==> src/rtl/sar_search4.sv <==
// sar_search4 - successive-approximation search controller.
//
// Drives trial values onto the B input of an external combinational magnitude
// comparator and reads back its flags to resolve the unknown value on the A
// input, MSB first. One decision is made per clock while in TEST.
//
// Ports:
//   clk     in   rising-edge clock
//   rst_n   in   asynchronous active-low reset
//   start   in   begin a search; only sampled in IDLE
//   gtA     in   comparator flag: A > guess
//   gtB     in   comparator flag: guess > A
//   AeqB    in   comparator flag: A == guess
//   guess   out  trial value presented to comparator B
//   busy    out  high while in TEST or DONE
//   done    out  one-cycle pulse; result/hit/err valid
//   result  out  resolved value, held until the next accepted start
//   hit     out  search ended on an exact AeqB match
//   err     out  comparator flags were not one-hot; search aborted
module sar_search4 #(
  parameter int unsigned WIDTH = 4
) (
  input  logic             clk,
  input  logic             rst_n,
  input  logic             start,
  input  logic             gtA,
  input  logic             gtB,
  input  logic             AeqB,
  output logic [WIDTH-1:0] guess,
  output logic             busy,
  output logic             done,
  output logic [WIDTH-1:0] result,
  output logic             hit,
  output logic             err
);

  localparam int unsigned IdxW = (WIDTH > 1) ? $clog2(WIDTH) : 1;

  localparam logic [1:0] StIdle = 2'd0;
  localparam logic [1:0] StTest = 2'd1;
  localparam logic [1:0] StDone = 2'd2;

  localparam logic [WIDTH-1:0] Lsb = WIDTH'(1);
  localparam logic [WIDTH-1:0] Msb = Lsb << (WIDTH - 1);

  logic [1:0]       state_q, state_d;
  logic [WIDTH-1:0] guess_q, guess_d;
  logic [WIDTH-1:0] acc_q, acc_d;
  logic [IdxW-1:0]  idx_q, idx_d;
  logic [WIDTH-1:0] result_q, result_d;
  logic             hit_q, hit_d;
  logic             err_q, err_d;

  logic [WIDTH-1:0] idx_bit;
  logic [WIDTH-1:0] acc_next;
  logic             flags_onehot;

  // Bit currently under trial.
  assign idx_bit = Lsb << idx_q;

  // Exactly one of the three flags set: odd parity rules out 0 and 2 set,
  // the AND term rules out all three.
  assign flags_onehot = (gtA ^ gtB ^ AeqB) & ~(gtA & gtB & AeqB);

  // gtA: target is above the guess, so the trial bit belongs in the answer.
  // gtB: target is below, so the trial bit is dropped. The guess already
  // holds acc | idx_bit, so it is the accumulator candidate directly.
  assign acc_next = gtA ? guess_q : (guess_q & ~idx_bit);

  always_comb begin
    state_d  = state_q;
    guess_d  = guess_q;
    acc_d    = acc_q;
    idx_d    = idx_q;
    result_d = result_q;
    hit_d    = hit_q;
    err_d    = err_q;

    case (state_q)
      StIdle: begin
        guess_d = '0;
        if (start) begin
          acc_d   = '0;
          idx_d   = IdxW'(WIDTH - 1);
          guess_d = Msb;
          hit_d   = 1'b0;
          err_d   = 1'b0;
          state_d = StTest;
        end
      end

      StTest: begin
        if (!flags_onehot) begin
          err_d    = 1'b1;
          result_d = '0;
          hit_d    = 1'b0;
          guess_d  = '0;
          state_d  = StDone;
        end else if (AeqB) begin
          result_d = guess_q;
          hit_d    = 1'b1;
          guess_d  = '0;
          state_d  = StDone;
        end else begin
          acc_d = acc_next;
          if (idx_q == '0) begin
            // All bits decided without an exact match.
            result_d = acc_next;
            hit_d    = 1'b0;
            guess_d  = '0;
            state_d  = StDone;
          end else begin
            idx_d   = idx_q - IdxW'(1);
            guess_d = acc_next | (idx_bit >> 1);
          end
        end
      end

      StDone: begin
        guess_d = '0;
        state_d = StIdle;
      end

      default: begin
        guess_d = '0;
        state_d = StIdle;
      end
    endcase
  end

  always_ff @(posedge clk or negedge rst_n) begin
    if (!rst_n) begin
      state_q  <= StIdle;
      guess_q  <= '0;
      acc_q    <= '0;
      idx_q    <= '0;
      result_q <= '0;
      hit_q    <= 1'b0;
      err_q    <= 1'b0;
    end else begin
      state_q  <= state_d;
      guess_q  <= guess_d;
      acc_q    <= acc_d;
      idx_q    <= idx_d;
      result_q <= result_d;
      hit_q    <= hit_d;
      err_q    <= err_d;
    end
  end

  assign guess  = guess_q;
  assign busy   = (state_q != StIdle);
  assign done   = (state_q == StDone);
  assign result = result_q;
  assign hit    = hit_q;
  assign err    = err_q;

endmodule

==> config.mk <==
export PLATFORM = sky130hd
export DESIGN_NAME = sar_search4
export DESIGN_NICKNAME = d
export VERILOG_FILES = /design/src/rtl/sar_search4.sv
export SDC_FILE = /design/constraint.sdc
export NUM_CORES = 1
export LEC_CHECK = 0
export ABC_AREA = 1
export CAP_MARGIN = 25
export CORE_UTILIZATION = 25
export CTS_CLUSTER_DIAMETER = 80
export DETAILED_ROUTE_END_ITERATION = 8
export PLACE_DENSITY = 0.59
export SLEW_MARGIN = 30
export SYNTH_ARGS = -nofsm -noshare
export SYNTH_HDL_FRONTEND = slang
export SYNTH_SLANG_ARGS = --single-unit
==> constraint.sdc <==
create_clock -name clk -period 1.3 [get_ports clk]
set_input_delay 0.325 -clock clk [delete_from_list [all_inputs] [get_ports clk]]
set_output_delay 0.325 -clock clk [all_outputs]
set_load 0.02 [all_outputs]
Word level (Yosys, flattened, before mapping)
Index checks and enable logic that the tools add are counted. Widths: inputs -> output; s select.

Add/sub/neg operators: 1. Shift operators: 1. Bitwise logic cells: 9. Divide/modulo/power cells: 0. Eq/ne operators: 9. Order comparisons: 0. Multiply operators: 0. Reductions and logical operators: 9. Mux-type cells: 26.

Operator list (count): $mux 4 (8); $mux 2 (8); $ne 2x2->1 const B (5); $pmux 2 s2 (2); $pmux 4 s2 (1); $reduce_and 3->1 (2); $mux 1 (5); $reduce_and 5->1 (1); $and 4x4->4 (1); $logic_not 2->1 (2); $ne 4x4->1 const B (1); $not 4->4 (1); $or 4x3->4 (1); $pmux 1 s2 (2); $reduce_and 2->1 (2); $reduce_bool 2->1 (2); $shl 1x2->4 const A (1); $and 1x1->1 (3); $ne 3x2->1 const B (1); $eq 2x1->1 const B (1); $eq 2x2->1 const B (1); $sub 2x1->2 const B (1); $xor 1x1->1 (2); $not 1->1 (1).

RAM bits: 0. Logic and storage cells: 61. Bits in registers: 14. Bits in latches: 0. Memories: 0. ROM bits: 0. Output and inout bits: 12.

Depth between registers and ports, before layout
Gate-level depths: netlist of the first run.

Word-level depth: 9. Mapped depth: 8.

Worst setup path after synthesis of the first run
No wires, ideal clock.

Path type: in2reg. Start point: in gtA. End point: reg idx_q[0]. Required time: 1.183 ns. Slack: -0.065 ns. Arrival time: 1.249 ns. Stages: 6. Setup time: 0.117 ns. Cells stage by stage: ha_1 ha_1 nor2_1 nand3_2 nand3_1 nand2_1.

Word-level cells in the longest chain between the ends: 6.

RTL lines: start, declared (RTL line 26) `input logic gtA,`; $and 1x1->1 (2 in a row) (RTL line 63) `assign flags_onehot = (gtA ^ gtB ^ AeqB) & ~(gtA & gtB & AeqB);`; $not 1->1 (RTL line 63); $and 1x1->1 (*) (RTL line 63); $ne 2x2->1 (no line) (*); $reduce_and 5->1 (no line) (*); end signal, assigned (RTL line 144) `idx_q <= idx_d;`; end, declared (RTL line 49) `logic [IdxW-1:0] idx_q, idx_d;`.

Mark *: on every way between the ends. The rest lies on a longest branch, timed or not. A chain may end at the register's enable or synchronous reset.

Worst setup path after layout of the first run
Start point: reg state_q[0]. End point: out busy.

Word-level cells in the longest chain between the ends: 1.

RTL lines: start, declared (RTL line 46) `logic [1:0] state_q, state_d;`; start signal, assigned (RTL line 133) `state_q <= StIdle;`; start signal, assigned (RTL line 141) `state_q <= state_d;`; $reduce_bool 2->1 (RTL line 152) `assign busy = (state_q != StIdle);`; end, declared (RTL line 30) `output logic busy,`.

No other way between the ends.

==> metrics.cfg, run 1 <==
[yosys]
synth_compound_area_frac = 0.0353
synthSimpleGateAreaFrac = 0.346
yosysUniqueCellTypes = 16
async_flop_share = 1.00
synth_top_area_frac = 0.449
synth_edf_count = 0
yosysWarnings = 0
synthCells = 99
synth-seq-cells = 14
synth_area_leader_cell = dfrtp_1
synth_fa_ha_area_frac = 0.0962
synth_most_common_cell = nand2_1
avgSynthCellArea_um2 = 7.89
synth_xor_area_frac = 0
synth_ff_type = dfrtp_1
synth_top_family_by_area = simple AND/OR/NAND/NOR gates
synth_nets = 111
ys_top_cells_by_area = dfrtp_1 45%, nand2_1 16%, ha_1 9.6%
synth_common_cells = 33 x nand2_1, 14 x dfrtp_1, 12 x inv_1, 11 x nor2_1, 10 x nand3_1
ys_seq_area_frac = 0.449
synthMuxAreaShare = 0
synth_area_um2 = 781

[sta]
finalHoldViolations = 0
finalCritPeriodShare = 1.01
max_freq_ghz = 0.764
worst_slack_ns = -0.00895
setup_viol = 1
finalMaxSlewViolations = 0
finClkSkew_ns = 0.00900
hold_slack_ns = 0.329
slew_headroom = 0.855
worst_pin_slew_ns = 0.217
rsz0062_at_grt = true
period_minus_slack_ns = 1.31

[drt]
ant_nets = 0
vias = 749
wl_per_cell_um = 11.0
drc_errors = 4
drt_iter0_drc = 21
wirelength_um = 1840
first_pass_iters = 6
via_per_inst = 4.49

[setup_path]
worstPathMaxFanout = 3
timing.rr.end = result[3]
cpPeakStageDelay_ns = 0.43
critPathArrivalTime_ns = 0.98
crit_chain = inv_2 -> nand2_2 -> buf_6
critPathCaptureType = output pin
cp_slowest_cell = dfrtp_1
start_kind = flop
r2r_slack_ns = 0.09
crit_type = flop to output pin
critPathBufInv = 2
reg2reg_from = idx_q[0]
path_delay_family = flip-flops
required_ns = 0.98
worstRegToRegCells = 8

[floorplanning]
die_h_um = 57.9
die_w_um = 57.9
io_pins = 18
die_area_um2 = 3350
coreArea_um2 = 2850
rows = 19
floorplan.initialDensity = 0.274

[cts]
tritoncts = built
cts_max_level = 1
cts.clk_slew.worst_paths_ns = 0.10
cts_buffers = 3
clock_sinks = 14
cts_buffer_depth = 2
clk_latency_ns = 0.29
root_buffer = clkbuf_4

[run_status]
failed_checks = design-rule violations, negative setup slack
outcome = finished, violations left

[global_route]
grt_max_degree = 15
grt.met2_usage = 0.227
grt_pass1_vias = 761
grt.busiest_layer = met2
antenna_found_initial = 0
gr-usage-all-layers = 0.127
grtUsageMet1 = 0.152
grt_pass1_wl_um = 3280
grt-ovfl-total = 0
grtUsageMet3 = 0.0201

[finish]
fin_area_um2 = 1150
drive_above_1_share = 0.382
area_delta_synth_final_pct = 47.4
diodes = 0
nFillCells = 300
fin_nets = 149
post-route-util = 0.404

[power]
switching_share = 0.426
combPwrFrac = 0.568
powerDensity_nw_per_um2 = 1920
cellLeakagePower_nw = 0.606
switchingPower_mw = 0.939
internal_power_mw = 1.27
p_seq_frac = 0.283
ir_drop_mv = 0.580
total_power_mw = 2.20
power_frac_clock = 0.149

[worst_hold_path]
min_path_type = input port to asynchronous set/reset pin

[placement]
dp_hpwl_um = 1470
place_congestion = 0.824
placed_area_um2 = 1120
place_ws_ns = -0.542
port_buffers = 17

[job]
maxCapViolCount = 0

power groups by stage:
stage | clock, mW | sequential [mW] | combinational, mW
2_1_floorplan | 0 | 0.733 | 0.564
3_3_place_gp | 0 | 0.628 | 1.19
3_5_place_dp | 0 | 0.632 | 1.20
4_1_cts | 0.333 | 0.625 | 1.21
5_1_grt | 0.354 | 0.639 | 1.40
6_report | 0.327 | 0.625 | 1.25
worst max-delay path by stage:
stage	start	endpoint	slack [ns]	depth (start not counted)
final	state_q[0]	busy	-0.009	3
after global routing	state_q[0]	busy	-0.05	3
after CTS	state_q[1]	done	-0.002	3
after detailed placement	gtA	idx_q[1]	-0.54	8
after global placement	gtA	result[2]	-0.51	8
after floorplan	idx_q[0]	result[3]	0.08	8
placed cells by master, fill, tap and decap left out:
cell type / count
nor2_4: 2
dlygate4sd2_1: 2
ha_4: 2
nand3_2: 1
buf_2: 1
a21oi_1: 3
clkbuf_4: 3
o21ai_0: 1
nand3_4: 1
clkinv_4: 1
ha_2: 1
nand2_4: 2
inv_2: 4
nor2_1: 8
clkbuf_8: 1
nand3_1: 10
buf_4: 16
clkdlybuf4s50_1: 2
o21bai_1: 1
inv_1: 9
dfrtp_1: 14
nand2_2: 3
clkbuf_2: 10
nand2_1: 30
nor2_2: 2
buf_6: 2
nand4_1: 1
ha_1: 3
worst reg2reg max path, cell delays in order, from the launching register on:
cell	delay, ns
dfrtp_1	0.36
inv_1	0.07
ha_2	0.20
inv_1	0.08
nand2_2	0.08
nand2_4	0.11
clkinv_4	0.07
nand3_1	0.08
nand2_1	0.06
cells by family after synthesis:
kind of cell	after synthesis
AOI/OAI and AO/OA	5
DFF	14
and+or+nand+nor	60
adders and majority gates	6
buffers and inverters	14
per-stage QoR:
step	setup TNS, ns	instances
finish	-0.00895	167
floorplan	0	99
detailed placement	-6.76	161
global placement	-6.30	161
CTS	-0.00177	166
global route	-0.0995	167
layer usage:
layer / part of all wire / vias up
met5: 0 / -
met4: 0.015 / 0
met1: 0.43 / 349
met3: 0.053 / 3
met2: 0.50 / 15
li1: - / 382
area by class of cell:
cell class                 instances  area, um2  share of cell area
clock buffer                       4       36.3              0.0315
inverter                          14       57.6              0.0500
multi-input combinational         71        433               0.376
sequential                        14        350               0.304
tap                               31       38.8              0.0337
timing repair buffer              33        235               0.204
state kept, by name (all words and copies together) (netlist names):
register  cells
guess         4
result        4
idx_q         2
state_q       2
err           1
hit           1
repair_timing:
item,4_1_cts,5_1_grt
buffers inserted,1,1
pin swaps,4,3
resized for setup,40,19
hold buffers,0,0
setup endpoints to repair,25,19
No activity file was read; power rests on OpenSTA's default activity.
==> inputs of run 2 (changes only) <==
--- a/config.mk
+++ b/config.mk
@@ -8,8 +8,8 @@
 export ABC_AREA = 1
 export CAP_MARGIN = 25
 export CORE_UTILIZATION = 25
-export CTS_CLUSTER_DIAMETER = 80
 export DETAILED_ROUTE_END_ITERATION = 8
+export HOLD_SLACK_MARGIN = 0.15
 export PLACE_DENSITY = 0.59
 export SLEW_MARGIN = 30
 export SYNTH_ARGS = -nofsm -noshare
==> results of run 2 <==
No change in the layout: final DEF, timing and power equal those of run 1.
==> inputs of run 3 (changes only) <==
--- a/config.mk
+++ b/config.mk
@@ -11,7 +11,9 @@
 export DETAILED_ROUTE_END_ITERATION = 8
 export HOLD_SLACK_MARGIN = 0.15
 export PLACE_DENSITY = 0.59
-export SLEW_MARGIN = 30
+export REMOVE_ABC_BUFFERS = 1
+export SLEW_MARGIN = 20
 export SYNTH_ARGS = -nofsm -noshare
 export SYNTH_HDL_FRONTEND = slang
 export SYNTH_SLANG_ARGS = --single-unit
+export TNS_END_PERCENT = 20
==> metrics.cfg, run 3 (synthesized netlist as in run 1, its figures left out) <==
[cts]
cts_buffers = 3
cts_buffer_depth = 2
cts_max_level = 1
cts.clk_slew.worst_paths_ns = 0.10
root_buffer = clkbuf_4
postCtsHoldBufs = 0
tritoncts = built
clk_latency_ns = 0.29
clock_sinks = 14

[drt]
wl_per_cell_um = 12.2
drc_errors = 3
via_per_inst = 4.44
ant_nets = 0
drt_iter0_drc = 25
wirelength_um = 2090
vias = 760
first_pass_iters = 6

[placement]
place_congestion = 0.890
port_buffers = 17
place_ws_ns = -0.681
dp_hpwl_um = 1450

[floorplanning]
io_pins = 18
floorplan.initialDensity = 0.274
die_h_um = 57.9
die_area_um2 = 3350
coreArea_um2 = 2850
rows = 19
die_w_um = 57.9

[sta]
hold_slack_ns = 0.330
finalCritPeriodShare = 1.01
period_minus_slack_ns = 1.31
worst_pin_slew_ns = 0.214
max_freq_ghz = 0.764
setup_viol = 2
finClkSkew_ns = 0.0136
rsz0062_at_grt = true
finalMaxSlewViolations = 0
slew_headroom = 0.857
worst_slack_ns = -0.00844
finalHoldViolations = 0
finalSetupTns_ns = -0.0168

[setup_path]
required_ns = 0.98
cpPeakStageDelay_ns = 0.42
crit_chain = nor2_1 -> buf_4
r2r_slack_ns = 0.07
critPathCaptureType = output pin
reg2reg_from = idx_q[0]
timing.rr.end = result[3]
critPathArrivalTime_ns = 0.98
worstRegToRegCells = 8
worstPathMaxFanout = 3
crit_type = flop to output pin
start_kind = flop
cp_slowest_cell = dfrtp_1

[run_status]
failed_checks = design-rule violations, negative setup slack
outcome = finished, violations left

[finish]
nFillCells = 290
final_common_cell = nand2_1
final_cell_mix = 30 x nand2_1, 21 x buf_4, 14 x dfrtp_1
diodes = 0
area_delta_synth_final_pct = 52.4
post-route-util = 0.417
drive_above_1_share = 0.407
fin_nets = 153

[power]
internal_power_mw = 1.29
switchingPower_mw = 0.964
switching_share = 0.428
combPwrFrac = 0.576
power_frac_clock = 0.148
powerDensity_nw_per_um2 = 1890
total_power_mw = 2.25
p_seq_frac = 0.276
cellLeakagePower_nw = 0.622
ir_drop_mv = 0.445

[global_route]
grt_pass1_wl_um = 3300
grt-ovfl-total = 0
gr-usage-all-layers = 0.130
antenna_found_initial = 0
grt_pass1_vias = 760
grt_max_degree = 15

[job]
maxCapViolCount = 0

[worst_hold_path]
min_path_type = input port to asynchronous set/reset pin

[run 3: cell types whose count changed in the layout (fill, tap and decap cells not counted)]
cell | previous run | this run
buf_2 | 1 | 0
nand3_1 | 10 | 9
ha_2 | 1 | 2
clkdlybuf4s15_1 | 0 | 1
buf_4 | 16 | 21
nand3_2 | 1 | 2
buf_6 | 2 | 1
ha_1 | 3 | 2
[run 3: layer usage]
| layer | wire, um | share of wire | global-route usage |
|---|---|---|---|
| met3 | 107 | 0.051 | 0.0246 |
| met2 | 1040 | 0.50 | 0.235 |
| met5 | 0 | 0 | 0 |
| met4 | 45 | 0.022 | 0.0510 |
| met1 | 895 | 0.43 | 0.151 |
[run 3: area by class of cell]
type / instances / area (um2) / share of cell area
clock buffers: 4 / 36.3 / 0.0305
well taps: 31 / 38.8 / 0.0326
multi-input cells: 71 / 440 / 0.370
inverters: 14 / 57.6 / 0.0484
flip-flops and latches: 14 / 350 / 0.294
repair buffers: 37 / 267 / 0.224
[run 3: worst max-delay path: cells and delay by family (launching register included)]
kind / cells / cell delay (ns)
flip-flops: 1 / 0.42
buffers and inverters: 1 / 0.15
AND/OR/NAND/NOR: 1 / 0.12
[run 3: metrics by stage]
| stage | std cells | area [um2] |
|---|---|---|
| after global routing | 171 | 1190 |
| after global placement | 164 | 1120 |
| after CTS | 170 | 1210 |
| final | 171 | 1190 |
| after detailed placement | 164 | 1120 |
| after floorplan | 99 | 781 |
[run 3: power by group through the flow]
stage	Clock [mW]	Combinational (mW)	Sequential [mW]
floorplan	0	0.553	0.733
global placement	0	1.19	0.624
detailed placement	0	1.21	0.630
CTS	0.329	1.26	0.623
global route	0.362	1.44	0.635
finish	0.333	1.30	0.622
[run 3: what timing repair did]
| item | CTS | global route |
|---|---|---|
| setup endpoints to repair | 26 | 23 |
| pin swaps | 4 | 4 |
| buffers inserted | 2 | 2 |
| gates resized for setup | 43 | 19 |
[run 3: worst max path at each step]
stage                           from  endpoint  slack, ns  cells after the start
final                     state_q[0]      done     -0.008                      2
after global routing      state_q[1]      done      -0.05                      3
after CTS                 state_q[0]      done      0.002                      2
after detailed placement         gtA  idx_q[1]      -0.68                      8
after global placement           gtA  idx_q[1]      -0.65                      8
after floorplan                  gtA  idx_q[0]      -0.07                      6
==> variant 1 (config.mk and constraints of run 3) <==
Set the parameter `WIDTH` to 8 (it was 4).
--- a/src/rtl/sar_search4.sv
+++ b/src/rtl/sar_search4.sv
@@ -18,7 +18,7 @@
 //   hit     out  search ended on an exact AeqB match
 //   err     out  comparator flags were not one-hot; search aborted
 module sar_search4 #(
-  parameter int unsigned WIDTH = 4
+  parameter int unsigned WIDTH = 8
 ) (
   input  logic             clk,
   input  logic             rst_n,
Ports: changed (resized guess and result); port bits go from 18 to 26. The function was not compared with the original's and may differ.
==> variant 1 against run 3 <==
Sequential cell count up 9. Cell area grew 77%. Wire length rose by 65%. Area after synthesis rose by 59%. Critical path depth is 6 higher. Setup slack better by 16 ps. Total power rose by 59%. Combinational power increased by 69%. Critical endpoint is now result[0].
==> variant 1: results (changes against run 3) <==
* Outcome: complete, no violations (was finished, violations left)
* Multi-input gate count at 106 (was 71)
* CP max-delay cell: ha_4 (was dfrtp_1)
* Met3 usage at 2.64% (was 2.46%)
* Area contributors post-synth: dfrtp_1 46%, nand2_1 12%, ha_1 7.1%, nand3_1 5.6%, inv_1 3.3% (was dfrtp_1 45%, nand2_1 16%, ha_1 9.6%, nand3_1 6.4%, inv_1 5.8%)
* Power share of the sequential group at 26.1% (was 27.6%)
* Iter 0 DRT Violations at 69 (was 25)
* Pre-CTS setup slack at -879 ps (was -681 ps)
* Num sequential at 23 (was 14)
* Final Power at 3.59 mW (was 2.25 mW)
* Clk pwr share at 12.5% (was 14.8%)
* Largest net degree at the start of global routing at 24 (was 15)
* Clock Latency Late Sink at 260 ps (was 290 ps)
* Nets at 227 (was 153)
* Multi-input logic portion of the cell area at 35.9% (was 37.0%)
* Max_slew headroom at 85.1% (was 85.7%)
* Root Buffer: clkbuf_8 (was clkbuf_4)
* Top post-synthesis cells by count: 41 x nand2_1, 23 x dfrtp_1, 14 x nand3_1 (was 33 x nand2_1, 14 x dfrtp_1, 12 x inv_1)
* Non-clk bufs at 66 (was 37)
* Maximum vdd drop at 0.673 mV (was 0.445 mV)
* Detail Placement HPWL at 2340 um (was 1450 um)
* Leak pwr at 0.986 nW (was 0.622 nW)
* Crit-path max cell delay at 270 ps (was 420 ps)
* Met3 WL at 114 um (was 107 um)
* First-pass GRT wire length at 5590 um (was 3300 um)
* Number of global-route vias before repair at 1206 (was 760)
* Met1 Use GR at 18.3% (was 15.1%)
variant 1: cells by family after synthesis:
logic type	synth area share, %
simple gates	34.3
compound gates	6.05
flops	46.4
fa+ha+maj	7.06
buf+inv	6.25
variant 1: metrics by stage:
stage          area [um2]  cells  hold WS, ps
6_report             2100    280          396
5_1_grt              2100    280          405
4_1_cts              1920    273          396
3_5_place_dp         1810    267          464
3_3_place_gp         1810    267          459
2_1_floorplan        1220    142         29.4
variant 1: path summary, 6_finish.rpt:
kind	startpoint	end	slack (ps)	depth (start not counted)
setup / recovery	gtB	result[0]	7	8
hold / removal	rst_n	result[1]	400	2
setup reg to reg	idx_q[1]	guess[1]	40	8
hold reg to reg	err	err	480	2
max in group asynchronous	rst_n	err	760	2
min in group clk	err	err	480	2
variant 1: repair_timing:
item,in CTS,in global routing
gates cloned,1,0
setup endpoints to repair,43,31
setup buffers,1,7
pin swaps,8,14
resized for setup,66,37
==> variant 2 (settings of run 3) <==
Without the edit above. Add an input register stage for `start`, `gtA`, `gtB` and `AeqB`, with the module's reset; this delays them by one clock.
--- a/src/rtl/sar_search4.sv
+++ b/src/rtl/sar_search4.sv
@@ -43,6 +43,25 @@
   localparam logic [WIDTH-1:0] Lsb = WIDTH'(1);
   localparam logic [WIDTH-1:0] Msb = Lsb << (WIDTH - 1);
 
+  logic start_q;
+  logic gtA_q;
+  logic gtB_q;
+  logic AeqB_q;
+
+  always_ff @(posedge clk or negedge rst_n) begin
+    if (!rst_n) begin
+      start_q <= '0;
+      gtA_q   <= '0;
+      gtB_q   <= '0;
+      AeqB_q  <= '0;
+    end else begin
+      start_q <= start;
+      gtA_q   <= gtA;
+      gtB_q   <= gtB;
+      AeqB_q  <= AeqB;
+    end
+  end
+
   logic [1:0]       state_q, state_d;
   logic [WIDTH-1:0] guess_q, guess_d;
   logic [WIDTH-1:0] acc_q, acc_d;
@@ -60,12 +79,12 @@
 
   // Exactly one of the three flags set: odd parity rules out 0 and 2 set,
   // the AND term rules out all three.
-  assign flags_onehot = (gtA ^ gtB ^ AeqB) & ~(gtA & gtB & AeqB);
+  assign flags_onehot = (gtA_q ^ gtB_q ^ AeqB_q) & ~(gtA_q & gtB_q & AeqB_q);
 
   // gtA: target is above the guess, so the trial bit belongs in the answer.
   // gtB: target is below, so the trial bit is dropped. The guess already
   // holds acc | idx_bit, so it is the accumulator candidate directly.
-  assign acc_next = gtA ? guess_q : (guess_q & ~idx_bit);
+  assign acc_next = gtA_q ? guess_q : (guess_q & ~idx_bit);
 
   always_comb begin
     state_d  = state_q;
@@ -79,7 +98,7 @@
     case (state_q)
       StIdle: begin
         guess_d = '0;
-        if (start) begin
+        if (start_q) begin
           acc_d   = '0;
           idx_d   = IdxW'(WIDTH - 1);
           guess_d = Msb;
@@ -96,7 +115,7 @@
           hit_d    = 1'b0;
           guess_d  = '0;
           state_d  = StDone;
-        end else if (AeqB) begin
+        end else if (AeqB_q) begin
           result_d = guess_q;
           hit_d    = 1'b1;
           guess_d  = '0;
Function: changed (Yosys sat finds a counterexample within 4 cycles, from zero or initial values and one cycle with rst_n low).
==> variant 2 against run 3 <==
The run ends with negative setup slack left. Area after synthesis grew 17%. Wire length shrank 0.19%. Cell area grew 11%. Sequential cell count grew 4. Total power grew 3.9%. Sequential share of layout area grew 4.8 points. Clock power shrank 16%. Setup slack lost 80 ps. Core utilization shrank 3.2 points. Die area grew 16%. Maximum frequency shrank 5.7%. Largest cell class unchanged.
==> variant 2: results (changes against run 3) <==
* Outcome: finished, violations left (unchanged)
* Failing checks: negative setup slack (was design-rule violations, negative setup slack)
* Nets at 151 (was 153)
* Footprint of the multi-input gates at 473 um2 (was 440 um2)
* Adder-Cell Fraction of Synth Area at 8.23% (was 9.62%)
* Switch share at 42.6% (was 42.8%)
* Setup WS post-layout at -88.2 ps (was -8.44 ps)
* Largest net degree at the start of global routing at 19 (was 15)
* Fillers at 368 (was 290)
* Critical-path maximum fanout at 4 (was 3)
* Met3 usage at 2.01% (was 2.46%)
* Placed inst area at 1240 um2 (was 1120 um2)
* Detail Placement HPWL at 1480 um (was 1450 um)
* Setup violators final at 14 (was 2)
* Core box area at 3420 um2 (was 2850 um2)
* Routed WL at 2090 um (about the same)
* Post-synthesis sequential area ratio at 49.4% (was 44.9%)
* Worst-Margin Slew at 238 ps (was 214 ps)
* CTS sink count at 18 (was 14)
* Pre-CTS setup slack at -230 ps (was -681 ps)
* Iter 0 DRT Violations at 14 (was 25)
* Total Routing Usage GR at 11.4% (was 13.0%)
* Maximum vdd drop at 0.727 mV (was 0.445 mV)
* Multi-input gate count at 70 (was 71)
* Area contributors post-synth: dfrtp_1 49%, nand2_1 13%, ha_1 8.2%, nand3_2 5.5%, nor2_1 4.1% (was dfrtp_1 45%, nand2_1 16%, ha_1 9.6%, nand3_1 6.4%, inv_1 5.8%)
* Gpl congestion at 0.810 (was 0.890)
* WL met1 at 916 um (was 895 um)
variant 2: metrics by stage:
step	setup TNS [ps]	power [mW]	hold slack, ps
final	-739	2.34	336
after floorplan	-1300	1.47	29.4
after global placement	-1960	1.99	464
after CTS	-812	2.36	348
after detailed placement	-2530	2.01	471
after global routing	-1440	2.52	374
variant 2: final timing paths:
check / start / endpoint / depth (start not counted)
worst max-delay path: gtA_q / idx_q[1] / 6
worst min-delay path: rst_n / gtB_q / 2
worst max register to register: gtA_q / idx_q[1] / 6
worst min register to register: result[0] / result[0] / 2
max in group asynchronous: rst_n / guess[2] / 2
min in group clk: gtA / gtA_q / 1
variant 2: timing repair:
action,in CTS,in global routing
gates resized for setup,54,11
endpoints found under the setup margin,25,22
hold buffers,0,0
pin swaps,9,6
buffers inserted,1,0
gates cloned,0,0
variant 2: critical path, stage by stage (launching register included):
cell	delay, ps
dfrtp_1	420
ha_4	250
ha_4	230
nor2_4	120
nand3_4	110
nand3_1	90
nand2_1	60
